### config.mk
export PLATFORM = sky130hd
export DESIGN_NAME = ysyx_23060025_rd_arbiter
export DESIGN_NICKNAME = d
export VERILOG_FILES = /design/src/rtl/ysyx_23060025_rd_arbiter_pkg.sv /design/src/rtl/ysyx_23060025_rr_arb2.sv /design/src/rtl/ysyx_23060025_rd_arbiter.sv
export SDC_FILE = /design/constraint.sdc
export NUM_CORES = 1
export LEC_CHECK = 0
export CORE_UTILIZATION = 37
export CTS_CLUSTER_SIZE = 10
export DETAILED_ROUTE_END_ITERATION = 8
export HOLD_SLACK_MARGIN = 0.06
export PLACE_DENSITY = 0.87
export SYNTH_ARGS = -nofsm -noshare
export SYNTH_HDL_FRONTEND = slang
export SYNTH_SLANG_ARGS = --single-unit
### constraint.sdc
create_clock -name clock -period 3 [get_ports clock]
set_clock_uncertainty 0.05 [all_clocks]
set_input_delay 0.6 -clock clock [delete_from_list [all_inputs] [get_ports clock]]
set_output_delay 0.6 -clock clock [all_outputs]
set_load 0.03 [all_outputs]
### src/rtl/ysyx_23060025_rd_arbiter_pkg.sv
// Shared encodings for the I/D read-channel arbiter: AXI constants, FSM states, requester ids.
package ysyx_23060025_rd_arbiter_pkg;

  localparam logic [1:0] AXI_BURST_INCR = 2'b01;
  localparam logic [1:0] AXI_RESP_OKAY  = 2'b00;

  localparam logic [1:0] ST_IDLE = 2'b00;
  localparam logic [1:0] ST_ADDR = 2'b01;
  localparam logic [1:0] ST_DATA = 2'b10;

  localparam logic REQ_I = 1'b0;
  localparam logic REQ_D = 1'b1;

endpackage

### src/rtl/ysyx_23060025_rr_arb2.sv
// Two-way round-robin pick: a lone requester wins, a tie goes to the side not granted last.
module ysyx_23060025_rr_arb2
  import ysyx_23060025_rd_arbiter_pkg::*;
(
  input  logic [1:0] i_req,
  input  logic       i_last_grant,
  output logic       o_valid,
  output logic       o_id
);

  always_comb begin
    o_valid = |i_req;
    o_id    = REQ_I;
    case (i_req)
      2'b01:   o_id = REQ_I;
      2'b10:   o_id = REQ_D;
      2'b11:   o_id = ~i_last_grant;
      default: o_id = REQ_I;
    endcase
  end

endmodule

### src/rtl/ysyx_23060025_rd_arbiter.sv
// Shares one AXI4 read channel between icache and dcache: grants, issues AR, demuxes R beats back
// to the owner combinationally, and flags protocol errors in a sticky bit.
module ysyx_23060025_rd_arbiter
  import ysyx_23060025_rd_arbiter_pkg::*;
#(
  parameter int ADDR_WIDTH = 32,
  parameter int DATA_WIDTH = 32,
  parameter int LEN_W      = 8
) (
  input  logic                  clock,
  input  logic                  reset,

  input  logic                  i_rd_req,
  input  logic [ADDR_WIDTH-1:0] i_raddr,
  input  logic [2:0]            i_rsize,
  input  logic [LEN_W-1:0]      i_rlen,
  output logic                  i_rvalid,
  output logic                  i_rlast,
  output logic [DATA_WIDTH-1:0] i_rdata,

  input  logic                  d_rd_req,
  input  logic [ADDR_WIDTH-1:0] d_raddr,
  input  logic [2:0]            d_rsize,
  input  logic [LEN_W-1:0]      d_rlen,
  output logic                  d_rvalid,
  output logic                  d_rlast,
  output logic [DATA_WIDTH-1:0] d_rdata,

  output logic                  arvalid,
  input  logic                  arready,
  output logic [ADDR_WIDTH-1:0] araddr,
  output logic [2:0]            arsize,
  output logic [LEN_W-1:0]      arlen,
  output logic [1:0]            arburst,

  input  logic                  rvalid,
  output logic                  rready,
  input  logic [DATA_WIDTH-1:0] rdata,
  input  logic                  rlast,
  input  logic [1:0]            rresp,

  output logic                  rd_err
);

  logic [1:0]            r_state;
  logic                  r_owner;
  logic                  r_last_grant;
  logic [LEN_W-1:0]      r_beat_cnt;
  logic [ADDR_WIDTH-1:0] r_araddr;
  logic [2:0]            r_arsize;
  logic [LEN_W-1:0]      r_arlen;
  logic                  r_rd_err;

  logic                  w_gnt_vld;
  logic                  w_gnt_id;
  logic                  w_in_data;
  logic                  w_sel_i;
  logic                  w_sel_d;

  // A beat is bad on a non-OKAY response or when rlast disagrees with the counted burst length.
  function automatic logic beat_err(input logic [1:0] resp, input logic last,
                                    input logic [LEN_W-1:0] cnt, input logic [LEN_W-1:0] len);
    return (resp != AXI_RESP_OKAY) || (last && (cnt != len)) || (!last && (cnt == len));
  endfunction

  ysyx_23060025_rr_arb2 u_rr_arb2 (
    .i_req        ({d_rd_req, i_rd_req}),
    .i_last_grant (r_last_grant),
    .o_valid      (w_gnt_vld),
    .o_id         (w_gnt_id)
  );

  always_ff @(posedge clock or negedge reset) begin
    if (!reset) begin
      r_state      <= ST_IDLE;
      r_owner      <= REQ_I;
      r_last_grant <= REQ_I;
      r_beat_cnt   <= '0;
      r_araddr     <= '0;
      r_arsize     <= '0;
      r_arlen      <= '0;
      r_rd_err     <= 1'b0;
    end else begin
      case (r_state)
        ST_IDLE: begin
          if (w_gnt_vld) begin
            r_state      <= ST_ADDR;
            r_owner      <= w_gnt_id;
            r_last_grant <= w_gnt_id;
            r_araddr     <= (w_gnt_id == REQ_D) ? d_raddr : i_raddr;
            r_arsize     <= (w_gnt_id == REQ_D) ? d_rsize : i_rsize;
            r_arlen      <= (w_gnt_id == REQ_D) ? d_rlen  : i_rlen;
          end
        end
        ST_ADDR: begin
          if (arready) begin
            r_state    <= ST_DATA;
            r_beat_cnt <= '0;
          end
        end
        ST_DATA: begin
          // Only rlast ends the burst; a length mismatch is flagged but the owner keeps the channel.
          if (rvalid) begin
            r_beat_cnt <= r_beat_cnt + LEN_W'(1);
            if (beat_err(rresp, rlast, r_beat_cnt, r_arlen)) r_rd_err <= 1'b1;
            if (rlast) r_state <= ST_IDLE;
          end
        end
        default: r_state <= ST_IDLE;
      endcase
    end
  end

  assign arvalid = (r_state == ST_ADDR);
  assign araddr  = r_araddr;
  assign arsize  = r_arsize;
  assign arlen   = r_arlen;
  assign arburst = AXI_BURST_INCR;

  assign w_in_data = (r_state == ST_DATA);
  assign rready    = w_in_data;
  assign w_sel_i   = w_in_data && (r_owner == REQ_I);
  assign w_sel_d   = w_in_data && (r_owner == REQ_D);

  assign i_rvalid = w_sel_i & rvalid;
  assign i_rlast  = w_sel_i & rlast;
  assign i_rdata  = w_sel_i ? rdata : '0;
  assign d_rvalid = w_sel_d & rvalid;
  assign d_rlast  = w_sel_d & rlast;
  assign d_rdata  = w_sel_d ? rdata : '0;

  assign rd_err = r_rd_err;

endmodule

==> metrics.md, run 1 <==
| Metric | Value |
|---|---|
| Syn avg cell area | 9.41 um^2 |
| Final cell count without fillers | 673 |
| Ranking of synthesized cells by area | sky130_fd_sc_hd__dfrtp_1, sky130_fd_sc_hd__mux2i_1, sky130_fd_sc_hd__and2_1 |
| Area delta synth->final | 80.3% |
| Max-Cap Viols | 0 |
| Effective utilization at floorplan | 38.6% |
| Status | complete, no violations |
| Clock Tree Root | sky130_fd_sc_hd__clkbuf_8 |
| Switching Power | 2.21 mW |
| Post-layout utilization of the core | 69.5% |
| Diodes inserted | 0 |
| Pre-Repair DR Iteration Count | 4 |
| Post-route antenna net violation count | 0 |
| Critical Path Slowest Stage Cell | sky130_fd_sc_hd__clkdlybuf4s50_1 |
| Sequential share of the synthesized area | 43.0% |
| Post-Synthesis Cells | 340 |
| CTS H-tree depth | 2 |
| Vias in the first global route | 3257 |
| Sw frac | 46.2% |
| Maximum fanout encountered on the critical timing path | 19 |
| Cell family with most CP delay | simple AND/OR/NAND/NOR gates |
| Fin nets | 695 |
| Cells along the critical path | and2b_4 > and2b_4 > and2_1 > clkdlybuf4s50_1 |
| Largest stage delay on the critical path | 0.71 ns |
| Startpoint kind of the worst setup timing path | flop |
| Combinational fraction of design power | 62.3% |
| Final Cycle Share | 97.0% |
| CTS clock-pin slew for the worst setup and hold paths | 0.11 ns |
| Synth unique cells | 36 |
| CP arrival | 2.26 ns |
| Per-cell routed wire length | 16.4 um |
| Count of hold-fix buffers inserted at cts | 0 |
| Ys flop type | sky130_fd_sc_hd__dfrtp_1 |
| Final Power | 4.78 mW |
| Number of synthesized flops with an enable pin | 0 |
| Largest net degree at the start of global routing | 51 |
| Clock network fraction of design power | 10.8% |
| Core box area | 8300 um^2 |
| Leakage power of the design | 2.58 nW |
| Global-route wire length before repair | 16400 um |
| Remaining global-route overflow | 0 |
| Hold Path Class | input port to asynchronous set/reset pin |
| Worst vdd ir | 434 uV |
| Share of the synthesized area in the top cell type | 43.0% |
| Category of the most critical setup path | flop to output pin |
| Post-Place Setup Slack | 0.148 ns |
| Post-synthesis register bit count | 55 |
| Routed vias | 3269 |
| Cell Int Power | 2.57 mW |
| Routed wire length | 11100 um |
| Port buffer count | 240 |
| Endpoint kind of the worst setup timing path | output pin |
| Total non-filler cell area in the finished layout | 5770 um^2 |
| Worst slew margin relative to its limit | 59.4% |
| RSZ-0062 raised after global routing | false |
| Crit path setup slack, layout | 0.0912 ns |
| Final period demand of the worst path | 2.91 ns |
| Power per cell area | 828 nW/um^2 |
| Fraction of registers with async set/reset | 100% |
| Top cell type by total area after synthesis | sky130_fd_sc_hd__dfrtp_1 |
| Data required time of the critical path | 2.35 ns |
| Half-perimeter wire length after detailed placement | 9040 um |
| Placed standard-cell area | 5640 um^2 |
| Number of antenna violations at the first check in global routing | 0 |
| Synth Net Count | 468 |
| Count of unresolved DRC violations after routing | 0 |
| Most Frequent Cell on Critical Path | sky130_fd_sc_hd__and2b_4 |
| Sinks on the clock net | 55 |
| Finish-stage setup viols | 0 |
| Vias/cell | 4.86 |
| Fraction of power consumed by sequential logic | 26.9% |
| Post-placement cell count | 664 |
| Weighted congestion at the end of routability-driven global placement | 0.932 |
| Drt first-iter violations | 98 |
| Fraction of layout cells with a size suffix above 1 | 4.40% |
| Crit path buf inv count | 1 |
| Number of buffers between clock root and the deepest sink | 2 |
| Fmax achieved | 0.344 GHz |
| Synthesis warning total | 0 |
| Chip Height | 95.0 um |
| Top-level I/O count | 243 |
| Floorplan row count | 33 |
| Worst skew pair latency | 0.31 ns |
| Aggregate global-route resource usage | 24.0% |
| Horizontal die dimension | 95.0 um |
| Number of max-slew violations in the final report | 0 |
| Final worst hold slack | 0.236 ns |
| Hold Violations, Final | 0 |
| CTS tree | yes |
| Actual transition at the worst max-transition pin | 0.609 ns |
| Number of buffers created by CTS | 5 |
| TNS Setup | 0 ns |
| Die outline area | 9030 um^2 |
| Mapped Area | 3200 um^2 |
## layout by cell type (no fill, tap or decap), drive strengths merged, types with 2 or more instances in the layout
master | synthesis | layout
mux2i | 43 | 43
a211oi | 3 | 3
nor4 | 2 | 2
clkbuf | 16 | 5
nand4 | 3 | 3
buf | 12 | 8
xor2 | 11 | 11
nand2 | 49 | 49
and2 | 34 | 34
clkdlybuf4s50 | 0 | 238
dfrtp | 55 | 55
a21oi | 2 | 2
and2b | 2 | 3
xnor2 | 3 | 3
clkinv | 0 | 2
nand3b | 2 | 2
conb | 2 | 2
nor2 | 10 | 10
and3 | 34 | 34
and3b | 2 | 2
o21ai | 45 | 45
## path summary, 6_finish.rpt
| path | startpoint | to | slack [ns] | depth (start not counted) |
|---|---|---|---|---|
| worst max-delay path | r_state[1]$_DFFE_PN0P_ | i_rdata[5] | 0.09 | 4 |
| worst min-delay path | reset | araddr[10]$_DFFE_PN0P_ | 0.24 | 1 |
| worst max register to register | r_last_grant$_DFFE_PN0P_ | araddr[30]$_DFFE_PN0P_ | 1.30 | 5 |
| worst min register to register | araddr[16]$_DFFE_PN0P_ | araddr[16]$_DFFE_PN0P_ | 0.44 | 2 |
| max in group asynchronous | reset | arlen[1]$_DFFE_PN0P_ | 1.85 | 2 |
| min in group clock | araddr[16]$_DFFE_PN0P_ | araddr[16]$_DFFE_PN0P_ | 0.44 | 2 |
## what timing repair did
item,CTS,global route
setup endpoints to repair,0,33
setup buffers,0,0
resized for setup,0,2
endpoints found under the hold margin,0,0
## sequential cells by signal, summed over array words and instances, names as in the netlist
signal	flops
araddr	32
r_beat_cnt	8
r_state	2
arsize	3
r_last_grant	1
arlen	8
rd_err	1
## cells by family (layout without fill, tap and decap cells)
kind of cell    count (synthesis)  in the layout  share of synthesized area, %
compound gates                 53             53                          9.07
xor+xnor                       14             14                          3.83
fa+ha+maj                       1              1                         0.391
buf+inv                        28            255                          5.39
flops                          55             55                          43.0
mux                            44             44                          13.8
other cells                     2              2                         0.235
simple gates                  143            144                          24.3
## final cells by class
cell class / instances / area [um^2]
sequential: 55 / 1380
tap: 105 / 131
multi-input combinational: 258 / 1680
fill: 689 / 2530
clock buffer: 5 / 68.8
clock inverter: 3 / 55.1
timing repair buffer: 247 / 2460
## layer usage
| layer | up-vias | part of all wire (%) | routed length, um | GRT usage (%) |
|---|---|---|---|---|
| met5 | - | 0 | 0 | 0 |
| met4 | 0 | 2.0 | 225 | 5.81 |
| li1 | 1609 | - | - | - |
| met2 | 151 | 53 | 5910 | 45.7 |
| met1 | 1491 | 37 | 4070 | 26.4 |
| met3 | 18 | 7.6 | 845 | 6.04 |
## power by group through the flow
stage	Sequential (mW)	Clock, mW	Combinational, mW
final	1.29	0.514	2.98
after global routing	1.33	0.559	3.21
after CTS	1.29	0.530	2.99
after detailed placement	1.30	0	2.99
after global placement	1.28	0	2.93
after floorplan	1.85	0	1.18
## synth_stat cells (3+ instances only)
master	count
sky130_fd_sc_hd__dfrtp_1	55
sky130_fd_sc_hd__nand2_1	49
sky130_fd_sc_hd__mux2i_1	43
sky130_fd_sc_hd__o21ai_0	37
sky130_fd_sc_hd__and2_1	34
sky130_fd_sc_hd__and3_1	34
sky130_fd_sc_hd__clkbuf_1	12
sky130_fd_sc_hd__xor2_1	11
sky130_fd_sc_hd__nor2_1	10
sky130_fd_sc_hd__o21ai_1	7
sky130_fd_sc_hd__buf_2	5
sky130_fd_sc_hd__clkbuf_2	4
sky130_fd_sc_hd__a211oi_1	3
sky130_fd_sc_hd__buf_8	3
sky130_fd_sc_hd__nand4_1	3
sky130_fd_sc_hd__xnor2_1	3
No activity file was read; power rests on OpenSTA's default activity.
==> run 2, diff against run 1 <==
--- a/config.mk
+++ b/config.mk
@@ -9,7 +9,8 @@
 export CTS_CLUSTER_SIZE = 10
 export DETAILED_ROUTE_END_ITERATION = 8
 export HOLD_SLACK_MARGIN = 0.06
-export PLACE_DENSITY = 0.87
+export PLACE_DENSITY_LB_ADDON = 0.3
+export SLEW_MARGIN = 20
 export SYNTH_ARGS = -nofsm -noshare
 export SYNTH_HDL_FRONTEND = slang
 export SYNTH_SLANG_ARGS = --single-unit
==> run 2 against run 1 <==
  * Global-route usage decreased by 1.9 points
  * Count of clock-buffer cells in the layout increased by 2
  * Design area decreased by 0.65%
  * Hold slack improved by 0.11 ns
  * Combinational power about the same
  * Final cell count decreased by 0.30%
  * Register-to-register slack improved by 0.05 ns
  * Total power decreased by 2.2%
  * Via count decreased by 0.95%
  * Sequential power about the same
  * Die area unchanged
  * Worst setup slack got worse by 0.0087 ns
  * Highest routed layer unchanged
==> metrics.md, run 2 (same netlist as run 1, synthesis figures left out) <==
| Metric | Value |
|---|---|
| Start of the worst register-to-register path | r_last_grant$_DFFE_PN0P_ |
| Worst vdd ir | 432 uV (-0.52%) |
| RSZ-0062 raised after global routing | false |
| Power per cell area | 816 nW/um^2 (-1.5%) |
| Max-Cap Viols | 0 (unchanged) |
| Data required time of the critical path | 2.35 ns (about the same) |
| CP arrival | 2.27 ns (about the same) |
| Weighted congestion at the end of routability-driven global placement | 0.897 (-3.7%) |
| Cells along the critical path | and2b_4 > and2b_4 > and2_1 > clkdlybuf4s50_1 |
| Leakage power of the design | 2.61 nW (+1.2%) |
| Layout filler cell count | 687 (-0.29%) |
| TNS Setup | 0 ns (unchanged) |
| Crit path buf inv count | 1 (unchanged) |
| Count of hold-fix buffers inserted at cts | 0 (unchanged) |
| Sinks on the clock net | 55 (unchanged) |
| Most frequent standard cell in the layout excluding fill and tap cells | sky130_fd_sc_hd__clkdlybuf4s50_1 |
| Finish-stage setup viols | 0 (unchanged) |
| Final period demand of the worst path | 2.92 ns (+0.00872 ns) |
| Top-level I/O count | 243 (unchanged) |
| Core box area | 8300 um^2 (unchanged) |
| Count of unresolved DRC violations after routing | 0 (unchanged) |
| Maximum fanout encountered on the critical timing path | 33 (+14) |
| Clock network fraction of design power | 9.2% (-1.6 points) |
| Largest net degree at the start of global routing | 56 (+9.8%) |
| Combinational fraction of design power | 63.0% (+0.7 points) |
| Fin nets | 693 (-0.29%) |
| Diodes inserted | 0 (unchanged) |
| Cell Int Power | 2.49 mW (-3.2%) |
| Critical Path Slowest Stage Cell | sky130_fd_sc_hd__clkdlybuf4s50_1 |
| Category of the most critical setup path | flop to output pin |
| Actual transition at the worst max-transition pin | 0.672 ns (+0.0633 ns) |
| Floorplan row count | 33 (unchanged) |
| Final Power | 4.68 mW (-2.2%) |
| Startpoint kind of the worst setup timing path | flop |
| Commonest cells after routing, fill and taps aside | sky130_fd_sc_hd__clkdlybuf4s50_1, sky130_fd_sc_hd__dfrtp_1, sky130_fd_sc_hd__nand2_1, sky130_fd_sc_hd__mux2i_1, sky130_fd_sc_hd__o21ai_0 |
| R2r worst-path depth | 5 (unchanged) |
| Clock Tree Root | sky130_fd_sc_hd__clkbuf_8 |
| Number of antenna violations at the first check in global routing | 0 (unchanged) |
| Routed wire length | 10200 um (-8.2%) |
| Most Frequent Cell on Critical Path | sky130_fd_sc_hd__and2b_4 |
| Effective utilization at floorplan | 38.6% (unchanged) |
| Per-cell routed wire length | 15.1 um (-7.9%) |
| Worst slew margin relative to its limit | 55.2% (-4.2 points) |
| Post-route antenna net violation count | 0 (unchanged) |
| CTS tree | yes |
| Vias in the first global route | 3228 (-0.89%) |
| Chip Height | 95.0 um (unchanged) |
| Drt first-iter violations | 146 (+49%) |
| CTS H-tree depth | 2 (unchanged) |
| Routed vias | 3238 (-0.95%) |
| Post-layout utilization of the core | 69.1% (-0.45 points) |
| Sw frac | 46.8% (+0.56 points) |
| Multi-input gate area in the final layout | 1670 um^2 (-0.52%) |
| Number of max-slew violations in the final report | 0 (unchanged) |
| Final Cycle Share | 97.3% (+0.29 points) |
| Launching instance or port of the critical path | r_state[0]$_DFFE_PN0P_ |
| Pre-Repair DR Iteration Count | 4 (unchanged) |
| Flip-flop and latch area | 1380 um^2 (unchanged) |
| Cell family with most CP delay | simple AND/OR/NAND/NOR gates |
| Die outline area | 9030 um^2 (unchanged) |
| Vias/cell | 4.83 (-0.65%) |
| Path length in cells of the critical path | 4 (unchanged) |
| Fraction of power consumed by sequential logic | 27.8% (+0.9 points) |
| Aggregate global-route resource usage | 22.2% (-1.9 points) |
| Fraction of layout cells with a size suffix above 1 | 3.89% (-0.51 points) |
| Remaining global-route overflow | 0 (unchanged) |
| Status | complete, no violations |
| Global-route wire length before repair | 15600 um (-5.5%) |
| Fmax achieved | 0.343 GHz (-0.30%) |
| Area delta synth->final | 79.2% |
| Hold Path Class | input port to asynchronous set/reset pin |
| Switching Power | 2.19 mW (-0.97%) |
| Horizontal die dimension | 95.0 um (unchanged) |
| Endpoint kind of the worst setup timing path | output pin |
| Number of buffers between clock root and the deepest sink | 2 (unchanged) |
| Hold Violations, Final | 0 (unchanged) |
| Half-perimeter wire length after detailed placement | 8180 um (-9.5%) |
| Number of buffers created by CTS | 5 (unchanged) |
| Worst skew pair latency | 0.30 ns (about the same) |
| Port buffer count | 240 (unchanged) |
| CTS clock-pin slew for the worst setup and hold paths | 0.10 ns (about the same) |
| Max reg flops | 32 (unchanged) |
| Largest stage delay on the critical path | 0.69 ns (-0.02 ns) |
==> run 2: cell count changes in the layout (fill, tap and decap cells not counted) <==
| cell | previous run | this run |
|---|---|---|
| sky130_fd_sc_hd__and2b_2 | 1 | 0 |
| sky130_fd_sc_hd__buf_4 | 6 | 5 |
| sky130_fd_sc_hd__bufinv_16 | 1 | 0 |
| sky130_fd_sc_hd__clkbuf_1 | 0 | 1 |
| sky130_fd_sc_hd__clkbuf_8 | 5 | 6 |
| sky130_fd_sc_hd__clkdlybuf4s50_1 | 238 | 235 |
| sky130_fd_sc_hd__clkinv_8 | 1 | 0 |
| sky130_fd_sc_hd__dlymetal6s2s_1 | 1 | 4 |
==> run 2: layer usage <==
layer  routed length (um)  track usage, %  part of all wire [%]  up-vias
met5                    0               0                     0        -
met4                  202            5.93                   2.0        0
met3                  901            6.60                   8.9       15
met2                 5390            42.9                    53      153
met1                 3670            22.9                    36     1463
li1                     -               -                     -     1607
==> run 2: stage by stage <==
stage | cells | worst slack (ns) | hold slack, ns | area [um^2]
2_1_floorplan | 340 | 1.03 | 0.254 | 3200
3_3_place_gp | 663 | 0.199 | 0.412 | 5630
3_5_place_dp | 663 | 0.200 | 0.422 | 5630
4_1_cts | 671 | 0.0654 | 0.379 | 5720
5_1_grt | 671 | 0.000614 | 0.431 | 5730
6_report | 671 | 0.0824 | 0.350 | 5730
==> run 2: final timing paths <==
kind	end	slack, ns
hold reg to reg	araddr[12]$_DFFE_PN0P_	0.44
setup reg to reg	arlen[7]$_DFFE_PN0P_	1.35
max in group asynchronous	r_state[0]$_DFFE_PN0P_	2.10
hold / removal	araddr[10]$_DFFE_PN0P_	0.35
setup / recovery	i_rdata[10]	0.08
min in group clock	araddr[12]$_DFFE_PN0P_	0.44
==> run 2: layout make-up <==
class	count	share of cell area, %
tap	105	2.29
multi-input combinational	257	29.1
clock buffer	7	1.51
sequential	55	24.0
clock inverter	1	0.153
timing repair buffer	246	43.0
==> run 2: worst register-to-register path, delay by kind of cell, from the launching register on <==
family	cells	cell delay (ns)
compound gates	2	0.28
mux	1	0.29
flops	1	0.38
buf+inv	2	0.52
==> run 2: power groups by stage <==
stage | registers (mW) | clock network, mW | logic (mW)
2_1_floorplan | 1.85 | 0 | 1.18
3_3_place_gp | 1.30 | 0 | 2.91
3_5_place_dp | 1.32 | 0 | 2.97
4_1_cts | 1.31 | 0.442 | 2.98
5_1_grt | 1.35 | 0.466 | 3.15
6_report | 1.30 | 0.429 | 2.95
==> run 2: what timing repair did <==
item,CTS,global route
gates resized for setup,0,4
setup buffers,0,0
endpoints found under the setup margin,0,4
==> run 3, diff against run 2 <==
--- a/config.mk
+++ b/config.mk
@@ -6,6 +6,7 @@
 export NUM_CORES = 1
 export LEC_CHECK = 0
 export CORE_UTILIZATION = 37
+export CTS_BUF_LIST = sky130_fd_sc_hd__clkbuf_16
 export CTS_CLUSTER_SIZE = 10
 export DETAILED_ROUTE_END_ITERATION = 8
 export HOLD_SLACK_MARGIN = 0.06
==> constraint.sdc (replaced) <==
create_clock -name clock -period 3 [get_ports clock]
set_clock_uncertainty 0.05 [all_clocks]
set_input_delay 0.45 -clock clock [delete_from_list [all_inputs] [get_ports clock]]
set_output_delay 0.45 -clock clock [all_outputs]
set_load 0.03 [all_outputs]
==> run 3 against run 2 <==
  * Total power is 2.8% higher
  * Final cell count is 0.15% lower
  * Sequential share of layout area is 0.14 points lower
  * Routed wire length is 0.74% lower
  * Worst setup slack better by 0.16 ns
  * Sequential power hardly changed
  * Register-to-register slack worse by 0.02 ns
  * Utilization is 0.39 points higher
  * Fmax is 5.9% higher
  * Non-clock buffer count stayed put
  * First-iteration DRC count is 39% lower
  * Global-route usage is 0.28 points lower
  * Critical path type unchanged
  * Highest routed layer unchanged
==> metrics.md, run 3 (same netlist as run 1, synthesis figures left out) <==
| Metric | Value |
|---|---|
| Vias/cell | 4.91 (+1.9%) |
| Cell family with most CP delay | buffers and inverters |
| Number of buffers between clock root and the deepest sink | 2 (unchanged) |
| Horizontal die dimension | 95.0 um (unchanged) |
| Cells resized by post-CTS repair | 0 (unchanged) |
| CTS clock-pin slew for the worst setup and hold paths | 0.07 ns (-0.03 ns) |
| Drt first-iter violations | 89 (-39%) |
| Max reg flops | 32 (unchanged) |
| Path length in cells of the critical path | 4 (unchanged) |
| Clock network fraction of design power | 11.6% (+2.4 points) |
| Final Cycle Share | 91.8% (-5.4 points) |
| Chip Height | 95.0 um (unchanged) |
| Routed wire length | 10100 um (-0.74%) |
| Top-level I/O count | 243 (unchanged) |
| CTS tree | yes |
| Status | complete, no violations |
| Crit path setup slack, layout | 0.246 ns (+0.163 ns) |
| Fin nets | 693 (unchanged) |
| Power per cell area | 834 nW/um^2 (+2.2%) |
| Maximum fanout encountered on the critical timing path | 35 (+6.1%) |
| Routed vias | 3293 (+1.7%) |
| Critical Path Slowest Stage Cell | sky130_fd_sc_hd__clkdlybuf4s50_1 |
| Worst vdd ir | 420 uV (-2.7%) |
| Finish-stage setup viols | 0 (unchanged) |
| Switching Power | 2.20 mW (+0.54%) |
| Post-CTS setup-driven buffer insertion count | 0 (unchanged) |
| Worst slew margin relative to its limit | 34.5% (-21 points) |
| Endpoint kind of the worst setup timing path | output pin |
| Data required time of the critical path | 2.50 ns (+0.15 ns) |
| Start of the worst register-to-register path | r_last_grant$_DFFE_PN0P_ |
| Final Power | 4.81 mW (+2.8%) |
| Hold Path Class | input port to asynchronous set/reset pin |
| Count of unresolved DRC violations after routing | 0 (unchanged) |
| Number of antenna violations at the first check in global routing | 0 (unchanged) |
| TNS Setup | 0 ns (unchanged) |
| RSZ-0062 raised after global routing | false |
| Fraction of layout cells with a size suffix above 1 | 3.72% (-0.17 points) |
| Layout filler cell count | 670 (-2.5%) |
| Category of the most critical setup path | flop to output pin |
| Reg-to-reg endpoint | arlen[4]$_DFFE_PN0P_ |
| Vias in the first global route | 3075 (-4.7%) |
| CP arrival | 2.25 ns (-0.02 ns) |
| Most frequent standard cell in the layout excluding fill and tap cells | sky130_fd_sc_hd__clkdlybuf4s50_1 |
| Pre-Repair DR Iteration Count | 4 (unchanged) |
| Count of hold-fix buffers inserted at cts | 0 (unchanged) |
| Actual transition at the worst max-transition pin | 0.982 ns (+0.311 ns) |
| Combinational fraction of design power | 61.3% (-1.7 points) |
| Core box area | 8300 um^2 (unchanged) |
| Cells along the critical path | and2b_4 > buf_4 > and3_1 > clkdlybuf4s50_1 |
| Worst skew pair latency | 0.29 ns (about the same) |
| Die outline area | 9030 um^2 (unchanged) |
| R2r worst-path depth | 5 (unchanged) |
| Port buffer count | 240 (unchanged) |
| Largest net degree at the start of global routing | 53 (-5.4%) |
| Post-Place Setup Slack | 0.490 ns (+0.290 ns) |
| Weighted congestion at the end of routability-driven global placement | 0.880 (-1.9%) |
| Clock Tree Root | sky130_fd_sc_hd__clkbuf_16 |
| Register-to-Register Setup Slack | 1.33 ns (-0.02 ns) |
| Post-route antenna net violation count | 0 (unchanged) |
| Diodes inserted | 0 (unchanged) |
| Aggregate global-route resource usage | 21.9% (-0.28 points) |
| Effective utilization at floorplan | 38.6% (unchanged) |
| Number of max-slew violations in the final report | 0 (unchanged) |
| Max-Cap Viols | 0 (unchanged) |
| Final worst hold slack | 0.263 ns (-0.0872 ns) |
| Per-cell routed wire length | 15.0 um (-0.59%) |
| Largest stage delay on the critical path | 0.69 ns (about the same) |
| Fmax achieved | 0.363 GHz (+5.9%) |
| Remaining global-route overflow | 0 (unchanged) |
| Leakage power of the design | 2.55 nW (-2.0%) |
| Hold Violations, Final | 0 (unchanged) |
| Number of buffers created by CTS | 5 (unchanged) |
| Global-route wire length before repair | 15200 um (-2.4%) |
| Fraction of power consumed by sequential logic | 27.1% (-0.7 points) |
| Crit path buf inv count | 2 (+1) |
| Commonest cells after routing, fill and taps aside | sky130_fd_sc_hd__clkdlybuf4s50_1, sky130_fd_sc_hd__dfrtp_1, sky130_fd_sc_hd__nand2_1, sky130_fd_sc_hd__mux2i_1, sky130_fd_sc_hd__o21ai_0 |
| Final period demand of the worst path | 2.75 ns (-0.163 ns) |
| Startpoint kind of the worst setup timing path | flop |
| Sw frac | 45.8% (-1.0 points) |
| Cell Int Power | 2.61 mW (+4.8%) |
| Area delta synth->final | 80.2% |
| Floorplan row count | 33 (unchanged) |
| Sinks on the clock net | 55 (unchanged) |
| CTS H-tree depth | 2 (unchanged) |
| Half-perimeter wire length after detailed placement | 7990 um (-2.3%) |
==> run 3: cell types whose count changed in the layout (fill, tap and decap cells not counted) <==
cell,delta
sky130_fd_sc_hd__clkbuf_8,-6
sky130_fd_sc_hd__clkbuf_16,+5
sky130_fd_sc_hd__clkdlybuf4s50_1,+4
sky130_fd_sc_hd__dlymetal6s2s_1,-4
sky130_fd_sc_hd__clkbuf_1,-1
sky130_fd_sc_hd__clkinv_1,+1
sky130_fd_sc_hd__clkinv_4,-1
sky130_fd_sc_hd__inv_6,+1
==> run 3: metal layers <==
layer / global-route usage [%] / wire (um) / vias to the layer above
met2: 39.3 / 5320 / 150
met1: 25.4 / 3760 / 1528
met5: 0 / 0 / -
met3: 6.20 / 848 / 11
li1: - / - / 1604
met4: 5.93 / 151 / 0
==> run 3: how the worst max path moves through the flow <==
stage / from / end / slack [ns]
final: r_state[0]$_DFFE_PN0P_ / d_rdata[25] / 0.25
after global routing: r_state[0]$_DFFE_PN0P_ / i_rdata[22] / 0.16
after CTS: r_state[0]$_DFFE_PN0P_ / d_rdata[25] / 0.25
after detailed placement: rvalid / d_rvalid / 0.49
after global placement: rvalid / d_rvalid / 0.50
after floorplan: r_state[0]$_DFFE_PN0P_ / i_rdata[10] / 1.18
==> run 3: final cells by class <==
cell class	count	area (um^2)	share of cell area [%]
Sequential cell	55	1380	23.9
Multi-Input combinational cell	257	1670	28.9
Timing Repair Buffer	246	2450	42.6
Clock inverter	2	12.5	0.217
Clock buffer	5	125	2.17
Tap cell	105	131	2.28
==> run 3: through the flow <==
step                util, %  std cells  area [um^2]
finish                 69.5        670         5770
global route           69.5        670         5770
CTS                    69.5        670         5770
detailed placement     67.8        663         5630
global placement       67.8        663         5630
floorplan                 -        340         3200
==> run 3: power by group through the flow <==
| stage | Combinational, mW | Sequential, mW | Clock (mW) |
|---|---|---|---|
| finish | 2.95 | 1.30 | 0.558 |
| global route | 3.15 | 1.35 | 0.603 |
| CTS | 2.97 | 1.31 | 0.572 |
| detailed placement | 2.96 | 1.32 | 0 |
| global placement | 2.91 | 1.30 | 0 |
| floorplan | 1.18 | 1.85 | 0 |
